## config.mk

```make
export PLATFORM = sky130hd
export DESIGN_NAME = conv_tree_deserializer_16
export DESIGN_NICKNAME = d
export VERILOG_FILES = /design/src/rtl/conv_tree_deserializer_16.sv
export SDC_FILE = /design/constraint.sdc
export NUM_CORES = 1
export LEC_CHECK = 0
export ABC_AREA = 0
export BUFFER_PORTS_ARGS = -buffer_cell sky130_fd_sc_hd__buf_4
export CORE_MARGIN = 4
export CORE_UTILIZATION = 57
export CTS_CLUSTER_DIAMETER = 50
export CTS_CLUSTER_SIZE = 16
export DETAILED_ROUTE_END_ITERATION = 8
export PLACE_DENSITY = 0.78
export SETUP_SLACK_MARGIN = 0.2
export SLEW_MARGIN = 10
export SYNTH_ARGS = -nofsm -noshare
export SYNTH_HDL_FRONTEND = slang
export SYNTH_SLANG_ARGS = --single-unit
```

## constraint.sdc

```tcl
create_clock -name CLK -period 2.4 [get_ports CLK]
set_clock_uncertainty 0.1 [all_clocks]
set_input_delay 0.48 -clock CLK [delete_from_list [all_inputs] [get_ports CLK]]
set_output_delay 0.48 -clock CLK [all_outputs]
set_load 0.02 [all_outputs]
```

## src/rtl/conv_tree_deserializer_16.sv

```systemverilog
// Serial-to-parallel receiver: hunts for the sync word, tracks frame alignment
// and emits each data word, optionally in the serializer's bit-reversed order.
`timescale 1ns/1ps
module conv_tree_deserializer_16 #(
  parameter int unsigned      WIDTH       = 16,
  parameter logic [WIDTH-1:0] SYNC_WORD   = 16'hF628,
  parameter int unsigned      FRAME_WORDS = 4,
  parameter int unsigned      LOCK_MISSES = 2,
  parameter int unsigned      TREE_ORDER  = 1
) (
  input  logic             CLK,
  input  logic             RESET,
  input  logic             SERIAL_IN,
  output logic [WIDTH-1:0] PAR_OUT,
  output logic             PAR_VALID,
  output logic             LOCKED,
  output logic             SYNC_ERR
);

  localparam int unsigned CW = $clog2(WIDTH);
  localparam logic [CW-1:0] LAST_BIT = CW'(WIDTH - 1);
  localparam logic [7:0]    FW       = 8'(FRAME_WORDS);
  localparam logic [3:0]    LM       = 4'(LOCK_MISSES);

  typedef enum logic {HUNT, LOCK} state_t;

  function automatic int bitrev(input int idx);
    int r;
    r = 0;
    for (int b = 0; b < CW; b++) begin
      if (idx[b]) r = r | (1 << (CW - 1 - b));
    end
    return r;
  endfunction

  state_t           state_q, state_d;
  // Only the newest WIDTH-1 bits are kept; the incoming bit completes the word.
  logic [WIDTH-2:0] sr_q;
  logic [WIDTH-1:0] sr_d;
  logic [CW-1:0]    bit_cnt_q, bit_cnt_d;
  logic [7:0]       word_cnt_q, word_cnt_d;
  logic [3:0]       miss_cnt_q, miss_cnt_d, miss_inc;
  logic [WIDTH-1:0] par_out_q, par_out_d;
  logic             par_valid_q, par_valid_d;
  logic             sync_err_q, sync_err_d;
  logic [WIDTH-1:0] word_perm;

  assign sr_d     = {SERIAL_IN, sr_q};
  assign miss_inc = miss_cnt_q + 4'd1;

  genvar gi;
  generate
    for (gi = 0; gi < WIDTH; gi++) begin : g_perm
      if (TREE_ORDER != 0) begin : g_tree
        assign word_perm[gi] = sr_d[bitrev(gi)];
      end else begin : g_nat
        assign word_perm[gi] = sr_d[gi];
      end
    end
  endgenerate

  always_comb begin
    state_d     = state_q;
    bit_cnt_d   = bit_cnt_q;
    word_cnt_d  = word_cnt_q;
    miss_cnt_d  = miss_cnt_q;
    par_out_d   = par_out_q;
    par_valid_d = 1'b0;
    sync_err_d  = 1'b0;
    case (state_q)
      HUNT: begin
        if (sr_d == SYNC_WORD) begin
          state_d    = LOCK;
          bit_cnt_d  = '0;
          word_cnt_d = '0;
          miss_cnt_d = '0;
        end
      end
      LOCK: begin
        bit_cnt_d = bit_cnt_q + 1'b1;
        if (bit_cnt_q == LAST_BIT) begin
          if (word_cnt_q != FW) begin
            par_out_d   = word_perm;
            par_valid_d = 1'b1;
            word_cnt_d  = word_cnt_q + 8'd1;
          end else begin
            // Sync slot: never realign while locked, only count misses.
            word_cnt_d = '0;
            if (sr_d == SYNC_WORD) begin
              miss_cnt_d = '0;
            end else begin
              sync_err_d = 1'b1;
              miss_cnt_d = miss_inc;
              if (miss_inc >= LM) state_d = HUNT;
            end
          end
        end
      end
      default: state_d = HUNT;
    endcase
  end

  always_ff @(posedge CLK or negedge RESET) begin
    if (!RESET) begin
      state_q     <= HUNT;
      sr_q        <= '0;
      bit_cnt_q   <= '0;
      word_cnt_q  <= '0;
      miss_cnt_q  <= '0;
      par_out_q   <= '0;
      par_valid_q <= 1'b0;
      sync_err_q  <= 1'b0;
    end else begin
      state_q     <= state_d;
      sr_q        <= sr_d[WIDTH-1:1];
      bit_cnt_q   <= bit_cnt_d;
      word_cnt_q  <= word_cnt_d;
      miss_cnt_q  <= miss_cnt_d;
      par_out_q   <= par_out_d;
      par_valid_q <= par_valid_d;
      sync_err_q  <= sync_err_d;
    end
  end

  assign PAR_OUT   = par_out_q;
  assign PAR_VALID = par_valid_q;
  assign LOCKED    = (state_q == LOCK);
  assign SYNC_ERR  = sync_err_q;

endmodule

```

==> flow_metrics.py <==
metrics = {
    "floorplan": {
        "ios": 22,
        "die_w_um": 68.5,
        "die_h_um": 68.5,
        "dieArea_um2": 4700,
        "start_util_pct": 60.7,
        "rows": 21,
        "coreArea_um2": 3440,
    },
    "yosys": {
        "ys_async_sr_fraction_pct": 100,
        "synthCells": 167,
        "yosysMostFrequentCell": "dfrtp_1",
        "synth-warning-count": 0,
        "synth_edf_count": 0,
        "synth_fp_nets": 175,
        "synth-seq-area-share_pct": 59.9,
        "ys_top_cells_by_count": "dfrtp_1 (50), nand2_1 (21), mux2_2 (16), nand3_1 (8), o21ai_0 (8)",
        "ys.flop_type": "dfrtp_1",
        "syn_avg_cell_area_um2": 12.5,
        "syn_area_um2": 2090,
        "synth-seq-cells": 50,
        "synth.area.top_cells": "dfrtp_1 (60%), mux2_2 (8.6%), nand2_1 (3.8%)",
        "ys_types": 36,
        "synth_top_cell_area_share_pct": 59.9,
        "synth_area_leader_cell": "dfrtp_1",
    },
    "layout": {
        "drive_gt1_share_pct": 27.3,
        "stdcell_area_um2": 2410,
        "multi_input_area_um2": 777,
        "n_antenna_cell": 0,
        "synthToLayoutAreaGrowth_pct": 15.4,
        "final_nets": 201,
        "regArea_um2": 1250,
        "fillers": 236,
    },
    "timing": {
        "setup-violations-final": 0,
        "fin_crit_sh_pct": 83.3,
        "max_freq_mhz": 500,
        "drv_slew": 0,
        "finalHoldViolCount": 0,
        "rsz0062_at_grt": "no",
        "finalCriticalPeriod_ns": 2.00,
        "max_slew_margin_pct": 60.4,
        "worst_slew_pin_slew_ns": 0.593,
        "fin_setup_tns_ns": 0,
    },
    "placed_design": {
        "hpwl_mm": 2.65,
        "gp_congestion": 0.855,
        "io_buffers": 21,
        "place_area_um2": 2290,
    },
    "worst_setup_path": {
        "cp_cell_sequence": "inv_1 -> ha_1 -> nor3b_2 -> a21oi_4 -> buf_4 -> or3b_1 -> o211ai_1",
        "start_kind": "register",
        "cp_max_fo": 8,
        "cp.required_ns": 2.51,
        "critical_path.max_stage_delay_ns": 0.42,
        "cpMaxStageDelayCell": "dfrtp_1",
        "critPathKind": "register to register",
        "cp-end-kind": "register",
        "arrival_ns": 2.11,
    },
    "routing": {
        "first_pass_iters": 4,
        "wl_met2_mm": 1.85,
        "avgRoutedWirePerCell_um": 15.8,
        "drcViolationCount": 0,
        "routed_via_density": 5.78,
        "wirelength_met1_mm": 1.70,
        "top_layer": "met4",
        "detail-route-antenna-nets": 0,
        "wl_met3_um": 165,
        "wl_mm": 3.79,
        "via_count": 1387,
        "drt_iter0_drc": 100,
    },
    "clocking": {
        "path_clk_slew_ns": 0.08,
        "cts-root-buf": "clkbuf_8",
        "cts-buffers-inserted": 5,
        "cts_tree": "done",
        "clk_latency_ns": 0.30,
        "clockBufferDepth": 2,
        "clock_sink_count": 50,
        "htreeDepth": 2,
    },
    "job": {
        "cap_violations": 0,
    },
    "grt": {
        "grt_start_max_net_pins": 51,
        "antenna_found_initial": 0,
        "overflow": 0,
        "grt_usage_pct": 19.2,
        "grt_pass1_wl_mm": 6.61,
        "grt_pass1_vias": 1420,
    },
    "power_and_ir_drop": {
        "ir_drop_uv": 604,
        "p_leak_nw": 1.13,
        "p_per_area_nw_per_um2": 636,
    },
    "min_path": {
        "min_path_type": "primary input to async pin",
    },
    "status": {
        "outcome": "finished, final reports clean",
    },
}
## metrics by stage
| stage | setup slack [ns] | std cells | power (mW) | util, % | hold slack [ns] |
|---|---|---|---|---|---|
| final | 0.401 | 240 | 1.53 | 70.0 | 0.0913 |
| after floorplan | 0.652 | 167 | 0.929 | - | 0.0844 |
| after CTS | 0.303 | 240 | 1.55 | 69.8 | 0.104 |
| after detailed placement | 0.330 | 232 | 0.977 | 66.6 | 0.286 |
| after global routing | 0.277 | 240 | 1.60 | 70.0 | 0.126 |
| after global placement | 0.452 | 232 | 0.975 | 66.6 | 0.276 |
## flip-flops by register name (all words and copies together) (netlist names)
signal and flops:
SYNC_ERR 1, word_cnt_q 8, PAR_VALID 1, bit_cnt_q 4
sr_q 15, LOCKED 1, PAR_OUT 16, miss_cnt_q 4
## worst max-delay path: cells and delay by family, from the launching register on
kind            cells  cell delay [ns]
buf+inv             2             0.29
fa+ha+maj           1             0.20
simple gates        2             0.56
flops               1             0.42
compound gates      2             0.36
## layout by cell type, fill, tap and decap left out, drive strengths merged, types with 2 or more instances in the layout
cell	n
dfrtp	50
buf	26
nand2	21
mux2	16
nand3	8
o21ai	8
clkbuf	6
inv	5
nand4	5
ha	5
nor3	3
and4	3
o22ai	3
a22oi	3
mux2i	3
a21oi	3
xor2	2
a31oi	2
nor4bb	2
nor2	2
o211ai	2
nand2b	2
## timing repair
| item | CTS | global route |
|---|---|---|
| hold buffers | 0 | 0 |
| buffers inserted | 0 | 0 |
| setup endpoints to repair | 0 | 1 |
| gates resized for setup | 0 | 1 |
## final cells by class
cell class                      instances  area share, %
Timing Repair Buffer                   26           8.10
Sequential cell                        50           51.9
Tap cell                               46           2.39
Clock buffer                            6           3.01
Inverter                                5          0.779
Clock inverter                          2           1.56
Multi-Input combinational cell        105           32.2
## layer usage
layer | track usage, % | up-vias
met5 | 0 | -
met4 | 8.19 | 0
met3 | 4.86 | 8
met2 | 30.6 | 28
met1 | 25.0 | 699
li1 | - | 652
## logic make-up (layout without fill, tap and decap cells)
| group | count (synthesis) | count (layout) | synth area share [%] |
|---|---|---|---|
| fa+ha+maj | 5 | 5 | 3.00 |
| xor+xnor | 3 | 3 | 1.26 |
| simple gates | 53 | 53 | 14.9 |
| mux | 19 | 19 | 10.1 |
| buf+inv | 12 | 39 | 3.24 |
| flops | 50 | 50 | 59.9 |
| compound gates | 25 | 25 | 7.67 |
## power by group
| group | leakage (nW) | internal, mW | switching, mW |
|---|---|---|---|
| logic | 0.503 | 0.0304 | 0.0422 |
| registers | 0.578 | 0.868 | 0.0177 |
| clock network | 0.0514 | 0.311 | 0.262 |
## final timing paths
kind | from | to | slack [ns] | cells after the start
worst min register to register | sr_q[1] | sr_q[0] | 0.31 | 0
min in group CLK | SERIAL_IN | sr_q[14] | 0.20 | 1
worst max-delay path | word_cnt_q[0] | word_cnt_q[7] | 0.40 | 7
max in group asynchronous | RESET | sr_q[9] | 1.72 | 1
worst min-delay path | RESET | bit_cnt_q[2] | 0.09 | 1
worst max register to register | word_cnt_q[0] | word_cnt_q[7] | 0.40 | 7
(Power assumes the default switching activity.)
